==> src/rtl/systolic_feeder.sv <==
// systolic_feeder
//   Front end of the n x n systolic multiply-accumulate array. It holds an
//   operand matrix A and a weight matrix W. On start it clears the array and
//   streams A into the west edge and W into the north edge with diagonal skew.
//   It then pulses ctl so the array captures its accumulators, and flags the
//   n-cycle window in which the east edge shifts the results out.
//
// Ports
//   clk, rst      clock; synchronous active-high reset
//   wr_en/wr_sel  operand write strobe; wr_sel 0 = A, 1 = W (IDLE only)
//   wr_row/col    operand index
//   wr_data       operand word
//   start         single-cycle job start (IDLE only)
//   a_out         west-edge i_in, row r at [r*width +: width]
//   w_out         north-edge i_w, column c at [c*width +: width]
//   array_rst_n   one-cycle active-low clear of the PE array
//   ctl           PE ctl: 1 = load accumulator into o_out, 0 = shift
//   res_valid     east-edge o_out carries results
//   busy          job in progress
//   done          one-cycle completion pulse
//
// state   | meaning
// --------+-----------------------------------------------------------
// IDLE    | accepts operand writes and start
// CLEAR   | 1 cycle, array_rst_n low
// FEED    | 3n-2 cycles, skewed operands driven, counter t = 0..3n-3
// CAPTURE | 1 cycle, ctl high, array loads accumulators into o_out
// SHIFT   | n cycles, results shift out of the east edge
// DONE    | 1 cycle, done pulse

module systolic_feeder #(
   parameter int width = 8,
   parameter int n     = 4,
   parameter int aw    = 2
) (
   input  logic               clk,
   input  logic               rst,
   input  logic               wr_en,
   input  logic               wr_sel,
   input  logic [aw-1:0]      wr_row,
   input  logic [aw-1:0]      wr_col,
   input  logic [width-1:0]   wr_data,
   input  logic               start,
   output logic [n*width-1:0] a_out,
   output logic [n*width-1:0] w_out,
   output logic               array_rst_n,
   output logic               ctl,
   output logic               res_valid,
   output logic               busy,
   output logic               done
);

   localparam int cw         = $clog2(3*n - 2);
   localparam int feed_last  = 3*n - 3;
   localparam int shift_last = n - 1;

   typedef enum logic [2:0] {
      IDLE    = 3'd0,
      CLEAR   = 3'd1,
      FEED    = 3'd2,
      CAPTURE = 3'd3,
      SHIFT   = 3'd4,
      DONE    = 3'd5
   } state_t;

   state_t          state_q, state_d;
   logic [cw-1:0]   cnt_q, cnt_d;

   // Operand storage is deliberately left out of reset so a reset does not
   // force software to reload both matrices.
   logic [width-1:0] a_mem [n][n];
   logic [width-1:0] w_mem [n][n];

   always_ff @(posedge clk) begin
      if (wr_en && (state_q == IDLE)) begin
         if (wr_sel) w_mem[wr_row][wr_col] <= wr_data;
         else        a_mem[wr_row][wr_col] <= wr_data;
      end
   end

   always_ff @(posedge clk) begin
      if (rst) begin
         state_q <= IDLE;
         cnt_q   <= '0;
      end else begin
         state_q <= state_d;
         cnt_q   <= cnt_d;
      end
   end

   always_comb begin
      state_d = state_q;
      cnt_d   = cnt_q;
      unique case (state_q)
         IDLE: begin
            if (start) begin
               state_d = CLEAR;
               cnt_d   = '0;
            end
         end
         CLEAR: begin
            state_d = FEED;
            cnt_d   = '0;
         end
         FEED: begin
            if (cnt_q == cw'(feed_last)) begin
               state_d = CAPTURE;
               cnt_d   = '0;
            end else begin
               cnt_d = cnt_q + cw'(1);
            end
         end
         CAPTURE: begin
            state_d = SHIFT;
            cnt_d   = '0;
         end
         SHIFT: begin
            if (cnt_q == cw'(shift_last)) begin
               state_d = DONE;
               cnt_d   = '0;
            end else begin
               cnt_d = cnt_q + cw'(1);
            end
         end
         DONE: begin
            state_d = IDLE;
            cnt_d   = '0;
         end
         default: begin
            state_d = IDLE;
            cnt_d   = '0;
         end
      endcase
   end

   // Skewed feed: row r sees A[r][t-r] and column c sees W[t-c][c]; anything
   // outside the matrix is driven as zero so the array never accumulates
   // stray products before or after the useful diagonal.
   logic [cw-1:0] k_a, k_w;

   always_comb begin
      a_out       = '0;
      w_out       = '0;
      array_rst_n = 1'b1;
      ctl         = 1'b0;
      res_valid   = 1'b0;
      busy        = (state_q != IDLE);
      done        = 1'b0;
      k_a         = '0;
      k_w         = '0;
      unique case (state_q)
         CLEAR:   array_rst_n = 1'b0;
         FEED: begin
            for (int r = 0; r < n; r++) begin
               k_a = cnt_q - cw'(r);
               if ((cnt_q >= cw'(r)) && (k_a < cw'(n)))
                  a_out[r*width +: width] = a_mem[r][k_a[aw-1:0]];
            end
            for (int c = 0; c < n; c++) begin
               k_w = cnt_q - cw'(c);
               if ((cnt_q >= cw'(c)) && (k_w < cw'(n)))
                  w_out[c*width +: width] = w_mem[k_w[aw-1:0]][c];
            end
         end
         CAPTURE: ctl       = 1'b1;
         SHIFT:   res_valid = 1'b1;
         DONE:    done      = 1'b1;
         default: ;
      endcase
   end

endmodule

==> config.mk <==
export PLATFORM = sky130hd
export DESIGN_NAME = systolic_feeder
export DESIGN_NICKNAME = d
export VERILOG_FILES = /design/src/rtl/systolic_feeder.sv
export SDC_FILE = /design/constraint.sdc
export NUM_CORES = 1
export LEC_CHECK = 0
export ABC_CLOCK_PERIOD_IN_PS = 2300
export BUFFER_PORTS_ARGS = -buffer_cell sky130_fd_sc_hd__buf_2
export CAP_MARGIN = 20
export CORE_ASPECT_RATIO = 0.8
export CORE_MARGIN = 1.5
export CORE_UTILIZATION = 50
export CTS_BUF_LIST = sky130_fd_sc_hd__clkbuf_2
export DETAILED_ROUTE_END_ITERATION = 16
export HOLD_SLACK_MARGIN = 0.08
export PLACE_DENSITY = 0.74
export SLEW_MARGIN = 25
export SYNTH_ARGS = -nofsm -noshare
export SYNTH_HDL_FRONTEND = slang
export SYNTH_SLANG_ARGS = --single-unit
==> constraint.sdc <==
create_clock -name clk -period 2.3 [get_ports clk]
set_input_delay 0.115 -clock clk [delete_from_list [all_inputs] [get_ports clk]]
set_output_delay 0.115 -clock clk [all_outputs]
set_load 0.02 [all_outputs]
==> results.cfg, run 1 <==
[timing]
slew_violations = 0
hold_violations = 0
layout_setup_ws_ns = -0.349
setup_tns_ns = -18.83
slew-limit-headroom = 0.549
rsz0062_at_grt = true
fmax_ghz = 0.377
fin_skew_ns = 0.0406
setup_viol = 64
period_minus_slack_ns = 2.65
period_share = 1.15
worst-slew-pin-transition_ns = 0.677

[global_route]
antenna_found_initial = 1
grt_pass1_wl_um = 37800
grt_max_degree = 33
grt-ovfl-total = 0
grtUsageTotal = 0.228
first_global_vias = 6524

[final_layout]
nets = 788
stdcell_count = 1083
area_delta_synth_final_pct = 29.4
num-fill-cells = 1372
final_layout_size_suffix_gt1_frac = 0.524

[route]
drt_iter0_drc = 406
vias_per_cell = 5.64
finalWirelength_um = 25000
post_drt_wl_per_cell_um = 23.1
num_vias = 6113
ant_nets = 0
drt_pre_antenna_iters = 5
drcViolationCount = 0

[place]
io_buffers = 85
gp_congestion = 0.798
hpwl_um = 13700
dp_slack_ns = 0.155
post-place-cells = 925

[cts]
h-tree-depth = 2
clockRootBuffer = clkbuf_2
clockBufferDepth = 3
numCtsBuffers = 60
clock_latency_ns = 0.86
cts_tree = yes
numClockSinks = 265
clkTransAtPathRegs_ns = 0.10

[synthesis]
yosysTopAreaCellShare = 0.713
synth_area_leaders = edfxtp_1, mux4_2, dfxtp_1, nor2b_1, nor2b_4
synth_cells = 555
yosys.area.top_type = edfxtp_1
synth_top_flop_cell = edfxtp_1
syn-num-nets = 579
ys_seq_area_frac = 0.730
syn-cell-area_mm2 = 0.0108
synth_warnings = 0
ys_ff_latch = 265
async_flop_share = 0
avgSynthCellArea_um2 = 19.4
synth.distinct_cells = 44
synth_edf_count = 256

[power_and_ir_drop]
p_leak_nw = 4.81
p_per_area_mw_per_mm2 = 691
ir_drop_v = 0.000514
finalPower_w = 0.00964

[floorplanning]
coreArea_mm2 = 0.0209
die_w_um = 167
initial_core_util = 0.515
num_io_pins = 86
die-area_mm2 = 0.0225
rows = 47
die_h_um = 134

[outcome]
status = finished with violations
violations = negative setup slack

[critical_path]
r2r_setup_slack_ns = 0.16
reg2reg_to = a_mem[1][29]$_DFFE_PP_
cp_max_fo = 8
worst_setup_path_end_kind = output port
r2r_start = state_q[1]$_SDFFE_PP0P_
cp.arrival_ns = 2.53
critPathKind = flop to output port
worstPathRequired_ns = 2.18
ff2ff_path_depth = 6
startpoint_type = flop

[hold_path]
hp-start = start
min_path_type = input pin to flop
whs_path_depth = 5
worstHoldEndpoint = cnt_q[3]$_SDFFE_PP0N_

[flow_run]
cap_violations = 0
==> logic make-up after synthesis <==
family	Yosys count	share of synthesized area
adders and majority gates	7	0.00812
muxes	66	0.136
and+or+nand+nor	129	0.0812
xor gates and xnor gates	5	0.00406
buffers and inverters	54	0.0224
DFF	265	0.730
AOI/OAI and AO/OA	29	0.0188
==> cell usage in the layout, fill, tap and decap left out, drive strengths merged, types with 4 or more instances in the layout <==
cell         count
a211oi          16
and3b            4
buf            160
clkbuf          99
clkinv          28
dfxtp            9
dlygate4sd3     17
edfxtp         256
ha               7
inv              8
mux4            64
nand2            6
nand2b           6
nor2            23
nor2b           34
nor3            14
nor3b           17
o21ai            4
or3              5
or3b             5
==> Yosys cell counts, types with 4 or more instances <==
library cell and n:
or3_1 4, dfxtp_1 9, ha_1 7, nor2_1 23
mux4_2 64, nor3_1 14, nand2b_1 6, or3b_1 4
and3b_1 4, nor2b_4 10, inv_1 5, nor2b_1 24
a211oi_1 16, clkinv_1 15, o21ai_1 4, clkbuf_1 16
nand2_1 6, edfxtp_1 256, nor3b_1 17, buf_2 12
==> metal layers <==
layer	wire length [um]	vias to the layer above	track usage
li1	-	2684	-
met1	10500	3165	0.303
met2	12400	227	0.372
met3	1630	37	0.0516
met4	481	0	0.0896
met5	0	-	0
==> worst max path at each step <==
| stage | from | to | slack (ns) | cells past startpoint |
|---|---|---|---|---|
| floorplan | cnt_q[2]$_SDFFE_PP0N_ | a_out[24] | 0.01 | 6 |
| finish | cnt_q[1]$_SDFFE_PP0N_ | w_out[15] | -0.35 | 7 |
| global route | cnt_q[1]$_SDFFE_PP0N_ | a_out[16] | -0.52 | 8 |
| global placement | state_q[1]$_SDFFE_PP0P_ | a_mem[0][27]$_DFFE_PP_ | 0.27 | 4 |
| CTS | state_q[1]$_SDFFE_PP0P_ | w_out[2] | -0.39 | 5 |
| detailed placement | cnt_q[2]$_SDFFE_PP0N_ | a_out[31] | 0.16 | 6 |
==> cell type report <==
type                    count  area, um^2  share of cell area
diodes                      1        2.50            0.000179
well taps                 269         337              0.0241
multi-input cells         236        3210               0.230
inverters                  20        96.3             0.00691
clock buffers              95         475              0.0341
clock inverters            16        60.1             0.00430
repair buffers            181        1880               0.135
flip-flops and latches    265        7890               0.565
==> flip-flops by register name (all words and copies together) (netlist names), named ones only <==
register / flops
state_q: 3
cnt_q: 4
a_mem: 128
w_mem: 128
==> metrics by stage <==
step                hold slack [ns]   util  area [um^2]
detailed placement            0.401  0.575        12000
global route                  0.152  0.666        14000
global placement              0.388  0.575        12000
finish                        0.173  0.666        14000
CTS                          0.0888  0.653        13700
floorplan                     0.187      -        11000
==> power breakdown <==
group	switching (W)	total [W]	internal, W
sequential	0.0000336	0.00537	0.00534
clock	0.00176	0.00284	0.00109
combinational	0.000729	0.00143	0.000701
total	0.00252	0.00964	0.00712
==> worst max-delay path, stage by stage (launching register included) <==
cell and delay (ns):
dfxtp_4 0.41, inv_6 0.06, ha_4 0.32, buf_12 0.14, buf_16 0.13, mux4_2 0.31
nor3b_2 0.17, buf_4 0.16
==> what timing repair did <==
item / CTS / global route
gates cloned: 7 / 4
resized for setup: 181 / 48
buffers inserted: 18 / 2
endpoints found under the setup margin: 64 / 66
pin swaps: 19 / 13
endpoints found under the hold margin: 521 / 0
hold buffers: 17 / 0
Power figures use the tool's default switching activity.
==> run 2, diff against run 1 <==
--- a/config.mk
+++ b/config.mk
@@ -5,6 +5,7 @@
 export SDC_FILE = /design/constraint.sdc
 export NUM_CORES = 1
 export LEC_CHECK = 0
+export ABC_AREA = 1
 export ABC_CLOCK_PERIOD_IN_PS = 2300
 export BUFFER_PORTS_ARGS = -buffer_cell sky130_fd_sc_hd__buf_2
 export CAP_MARGIN = 20
==> run 2 against run 1 <==
The run still ends with negative setup slack left. Non-clock buffer count grew 10. Area after synthesis grew 0.48%. Clock skew grew 0.028 ns. Combinational power grew 90%. Sequential cell count is the same. Power grew 16%. First-iteration DRC count grew 85%. Maximum frequency grew 1.4%. Final cell count grew 30%. Sequential power grew 0.9%. Core utilization is essentially flat.
==> results.cfg, run 2 <==
[synthesis]
yosysMostFrequentCell = nor2_1
synth_edf_count = 256
ys_ff_latch = 265
synth_area_leaders = edfxtp_1, nor2_1, o21ai_0, dfxtp_1, a21oi_2
syn-cell-area_mm2 = 0.0108
avgSynthCellArea_um2 = 12.2
yosys.area.top_type = edfxtp_1
synth_warnings = 0
ys_seq_area_frac = 0.726
synth_cells = 891
synth.distinct_cells = 29
async_flop_share = 0
synth_common_cells = nor2_1, edfxtp_1, o21ai_0
syn-num-nets = 915
yosysTopAreaCellShare = 0.710
synth_top_flop_cell = edfxtp_1

[floorplanning]
die-area_mm2 = 0.0226
initial_core_util = 0.517
die_w_um = 168
die_h_um = 135
num_io_pins = 86
rows = 47
coreArea_mm2 = 0.0209

[place]
hpwl_um = 14700
placed_area_mm2 = 0.0117
io_buffers = 85
gp_congestion = 0.807
post-place-cells = 1246

[timing]
worst-slew-pin-transition_ns = 0.749
period_share = 1.14
fmax_ghz = 0.383
layout_setup_ws_ns = -0.314
fin_skew_ns = 0.0686
slew-limit-headroom = 0.501
hold_slack_ns = 0.364
slew_violations = 0
hold_violations = 0
period_minus_slack_ns = 2.61
setup_viol = 64
rsz0062_at_grt = true

[critical_path]
worst_setup_path_end_kind = output port
crit_buf_inv = 3
startpoint_type = flop
cp-startpoint = cnt_q[1]$_SDFFE_PP0N_
ff2ff_path_depth = 7
critPathKind = flop to output port
cp_max_fo = 7
reg2reg_to = w_mem[2][1]$_DFFE_PP_
worstPathRequired_ns = 2.18
worst_path_max_delay_cell = dfxtp_2
cp.arrival_ns = 2.50
critical-path-max-stage-delay_ns = 0.35
crit_chain = buf_4, ha_2, nand2_1, nand2_1, nand2_2, nand4_4, buf_12, a21oi_4, buf_6
r2r_setup_slack_ns = 0.13
cp_common_cell = nand2_1
r2r_start = state_q[2]$_SDFFE_PP0P_
cp_top_family = buffers and inverters

[cts]
h-tree-depth = 2
numClockSinks = 265
clock_latency_ns = 0.89
numCtsBuffers = 61
clockRootBuffer = clkbuf_2
clkTransAtPathRegs_ns = 0.11
cts_tree = yes
clockBufferDepth = 3

[hold_path]
worstHoldEndpoint = w_mem[2][19]$_DFFE_PP_
whs_path_depth = 2
hp-start = wr_data[3]
min_path_type = input pin to flop

[flow_run]
cap_violations = 0

[final_layout]
num-fill-cells = 1472
largestRegisters = a_mem (128), w_mem (128), cnt_q (4)
final_area_mm2 = 0.0140
stdcell_count = 1411
area_delta_synth_final_pct = 28.8
layout_common_cells = edfxtp_1, nor2_1, clkbuf_2
nets = 1125
final_layout_size_suffix_gt1_frac = 0.344
mostFrequentLayoutCell = edfxtp_1

[power_and_ir_drop]
finalPower_w = 0.0112
p_leak_nw = 5.11
ir_drop_v = 0.000498
p_per_area_mw_per_mm2 = 800

[global_route]
first_global_vias = 7608
antenna_found_initial = 3
grt_max_degree = 63
grtUsageTotal = 0.249
grt-ovfl-total = 0
grt_pass1_wl_um = 42300

[outcome]
status = finished with violations
violations = negative setup slack

[route]
drt_pre_antenna_iters = 5
num_vias = 7874
drt_iter0_drc = 751
post_drt_wl_per_cell_um = 20.5
drcViolationCount = 0
ant_nets = 0
vias_per_cell = 5.58
finalWirelength_um = 28900
run 2: logic make-up (layout without fill, tap and decap cells):
| group | Yosys count | after routing | synth area share |
|---|---|---|---|
| AND/OR/NAND/NOR | 333 | 334 | 0.124 |
| flip-flops | 265 | 265 | 0.726 |
| AO/OA/AOI/OAI | 200 | 200 | 0.101 |
| buffers and inverters | 83 | 331 | 0.0367 |
| adder cells (fa/ha/maj) | 7 | 7 | 0.00809 |
| XOR/XNOR | 3 | 3 | 0.00312 |
| other | 0 | 2 | 0 |
run 2: worst max path at each step:
stage / end / depth (start not counted) / slack [ns]
after floorplan: w_out[10] / 11 / 0.17
after global placement: w_out[9] / 6 / 0.29
after detailed placement: w_out[10] / 6 / 0.16
after CTS: w_out[26] / 9 / -0.30
after global routing: a_out[25] / 9 / -0.41
final: w_out[29] / 9 / -0.31
run 2: power by group:
part | internal, W | leakage (nW) | switching (W) | total (W)
clock | 0.00124 | 0.418 | 0.00179 | 0.00303
combinational | 0.00104 | 2.31 | 0.00166 | 0.00271
sequential | 0.00535 | 2.38 | 0.0000675 | 0.00542
total | 0.00764 | 5.11 | 0.00352 | 0.0112
run 2: per-layer routing:
| layer | vias to the layer above | wire, um | global-route usage |
|---|---|---|---|
| met5 | - | 0 | 0 |
| met4 | 0 | 587 | 0.0786 |
| met3 | 59 | 2570 | 0.0554 |
| met2 | 397 | 14000 | 0.400 |
| met1 | 3814 | 11700 | 0.342 |
| li1 | 3604 | - | - |
run 2: final cells by class:
class / count / area [um^2] / share of cell area
flip-flops and latches: 265 / 7880 / 0.565
multi-input cells: 544 / 3120 / 0.223
repair buffers: 191 / 1910 / 0.137
clock buffers: 89 / 445 / 0.0319
well taps: 269 / 337 / 0.0241
inverters: 38 / 160 / 0.0115
clock inverters: 13 / 101 / 0.00726
diodes: 2 / 5.00 / 0.000359
run 2: worst reg2reg max path: cells and delay by family (launching register included):
kind	cells	cell delay, ns
buffers and inverters	3	0.98
and+or+nand+nor	4	0.55
DFF	1	0.38
run 2: stage by stage:
step           setup slack, ns  TNS (ns)   util
6_report                -0.314    -12.97  0.666
5_1_grt                 -0.408    -20.04  0.666
4_1_cts                 -0.302    -13.49  0.637
3_5_place_dp             0.163         0  0.559
3_3_place_gp             0.290         0  0.559
2_1_floorplan            0.166         0      -
run 2: what timing repair did:
action | CTS | global route
gates resized for setup | 162 | 169
pin swaps | 36 | 44
setup endpoints to repair | 64 | 103
hold buffers | 22 | 0
setup buffers | 21 | 10
gates cloned | 7 | 3
hold endpoints to repair | 521 | 0
==> run 3, diff against run 2 <==
--- a/config.mk
+++ b/config.mk
@@ -6,7 +6,7 @@
 export NUM_CORES = 1
 export LEC_CHECK = 0
 export ABC_AREA = 1
-export ABC_CLOCK_PERIOD_IN_PS = 2300
+export ABC_CLOCK_PERIOD_IN_PS = 2200
 export BUFFER_PORTS_ARGS = -buffer_cell sky130_fd_sc_hd__buf_2
 export CAP_MARGIN = 20
 export CORE_ASPECT_RATIO = 0.8
==> constraint.sdc (replaced) <==
create_clock -name clk -period 2.2 [get_ports clk]
set_input_delay 0.11 -clock clk [delete_from_list [all_inputs] [get_ports clk]]
set_output_delay 0.11 -clock clk [all_outputs]
set_load 0.02 [all_outputs]
==> run 3 against run 2 <==
Via count is 0.71% higher. The run still ends with negative setup slack left. Critical path depth fell by 2. Sequential cell count did not move. Clock power up 7.6%. Routed wire length up 1.0%.
==> results.cfg, run 3 (synthesis results as in run 2) <==
[global_route]
grt_max_degree = 115
grtUsageTotal = 0.232
first_global_vias = 7168
antenna_found_initial = 0
grt_pass1_wl_um = 39700
grt-ovfl-total = 0

[place]
hpwl_um = 14300
io_buffers = 85
gp_congestion = 0.796
placed_area_mm2 = 0.0118

[critical_path]
r2r_setup_slack_ns = 0.04
startpoint_type = flop
worst_path_max_delay_cell = dfxtp_4
r2r_start = state_q[1]$_SDFFE_PP0P_
worst_setup_path_end_kind = output port
ff2ff_path_depth = 7
cp.arrival_ns = 2.55
critPathKind = flop to output port
worstPathRequired_ns = 2.09
crit_chain = buf_8, ha_4, xor2_4, nand4_4, buf_6, a21oi_2, buf_4
cp_max_fo = 7
critical-path-max-stage-delay_ns = 0.46
reg2reg_to = w_mem[2][2]$_DFFE_PP_

[cts]
clockRootBuffer = clkbuf_2
numClockSinks = 265
numCtsBuffers = 59
clkTransAtPathRegs_ns = 0.13
clock_latency_ns = 0.85
h-tree-depth = 2
clockBufferDepth = 3
cts_tree = yes

[timing]
hold_violations = 0
period_share = 1.21
rsz0062_at_grt = true
slew_violations = 0
period_minus_slack_ns = 2.66
fmax_ghz = 0.376
slew-limit-headroom = 0.503
fin_skew_ns = 0.0360
layout_setup_ws_ns = -0.458
setup_viol = 63
worst-slew-pin-transition_ns = 0.745

[final_layout]
mostFrequentLayoutCell = edfxtp_1
n_antenna_cell = 0
largestRegisters = a_mem (128), w_mem (128), cnt_q (4)
num-fill-cells = 1484
layout_common_cells = edfxtp_1, nor2_1, clkbuf_2
ff_latch_area_mm2 = 0.00790
multi_input_area_mm2 = 0.00303
nets = 1122
area_delta_synth_final_pct = 28.4
final_area_mm2 = 0.0139
fin_util = 0.664
final_layout_size_suffix_gt1_frac = 0.339

[floorplanning]
die_h_um = 135
die_w_um = 168
rows = 47
coreArea_mm2 = 0.0209
initial_core_util = 0.517
die-area_mm2 = 0.0226
num_io_pins = 86

[route]
drcViolationCount = 0
post_drt_wl_per_cell_um = 20.7
drt_iter0_drc = 807
vias_per_cell = 5.60
num_vias = 7930
drt_pre_antenna_iters = 5
ant_nets = 0
finalWirelength_um = 29200

[outcome]
status = finished with violations
violations = negative setup slack

[flow_run]
cap_violations = 0

[hold_path]
worstHoldEndpoint = w_mem[1][22]$_DFFE_PP_
min_path_type = input pin to flop
whs_path_depth = 2
hp-start = wr_data[6]

[power_and_ir_drop]
ir_drop_v = 0.000653
p_per_area_mw_per_mm2 = 842
p_leak_nw = 5.14
[run 3: cell type report]
| cell class | count | share of cell area |
|---|---|---|
| sequential | 265 | 0.568 |
| multi-input combinational | 544 | 0.218 |
| timing repair buffer | 190 | 0.136 |
| clock buffer | 96 | 0.0345 |
| tap | 269 | 0.0242 |
| inverter | 38 | 0.0119 |
| clock inverter | 13 | 0.00738 |
[run 3: worst max-delay path by stage]
| stage | start | end | slack (ns) | depth (start not counted) |
|---|---|---|---|---|
| final | cnt_q[0]$_SDFFE_PP0N_ | w_out[30] | -0.46 | 7 |
| after CTS | cnt_q[0]$_SDFFE_PP0N_ | a_out[29] | -0.43 | 7 |
| after global routing | cnt_q[0]$_SDFFE_PP0N_ | w_out[24] | -0.54 | 7 |
| after floorplan | cnt_q[0]$_SDFFE_PP0N_ | w_out[10] | 0.07 | 11 |
| after detailed placement | cnt_q[0]$_SDFFE_PP0N_ | a_out[9] | 0.18 | 8 |
| after global placement | cnt_q[2]$_SDFFE_PP0N_ | w_out[27] | 0.23 | 9 |
[run 3: timing repair]
action / 4_1_cts / 5_1_grt
pin swaps: 7 / 35
endpoints found under the hold margin: 521 / 0
hold buffers: 19 / 0
gates resized for setup: 132 / 160
setup endpoints to repair: 64 / 72
setup buffers: 11 / 16
gates cloned: 1 / 12
[run 3: routing by layer]
| metal | GRT usage | vias to the layer above | part of all wire |
|---|---|---|---|
| li1 | - | 3584 | - |
| met1 | 0.331 | 3808 | 0.40 |
| met2 | 0.364 | 467 | 0.47 |
| met3 | 0.0489 | 71 | 0.11 |
| met4 | 0.0636 | 0 | 0.024 |
| met5 | 0 | - | 0 |
[run 3: worst max-delay path, delay by kind of cell (launching register included)]
kind	cells	cell delay, ns
AOI/OAI and AO/OA	1	0.13
DFF	1	0.46
xor gates and xnor gates	1	0.19
and+or+nand+nor	1	0.21
buffers and inverters	3	0.53
adders and majority gates	1	0.16
[run 3: metrics by stage]
stage               TNS, ns  hold WS (ns)  setup slack, ns  total power [W]  std cells
finish               -21.18         0.358           -0.458           0.0117       1415
global route         -28.79         0.342           -0.544           0.0122       1415
CTS                  -22.75         0.302           -0.425           0.0110       1387
detailed placement        0         0.348            0.184          0.00750       1247
global placement          0         0.340            0.231          0.00746       1247
floorplan                 0         0.179           0.0712          0.00697        891
[run 3: where the power goes]
group | internal [W] | switching, W
clock | 0.00137 | 0.00189
combinational | 0.00104 | 0.00173
sequential | 0.00560 | 0.0000750
total | 0.00802 | 0.00369
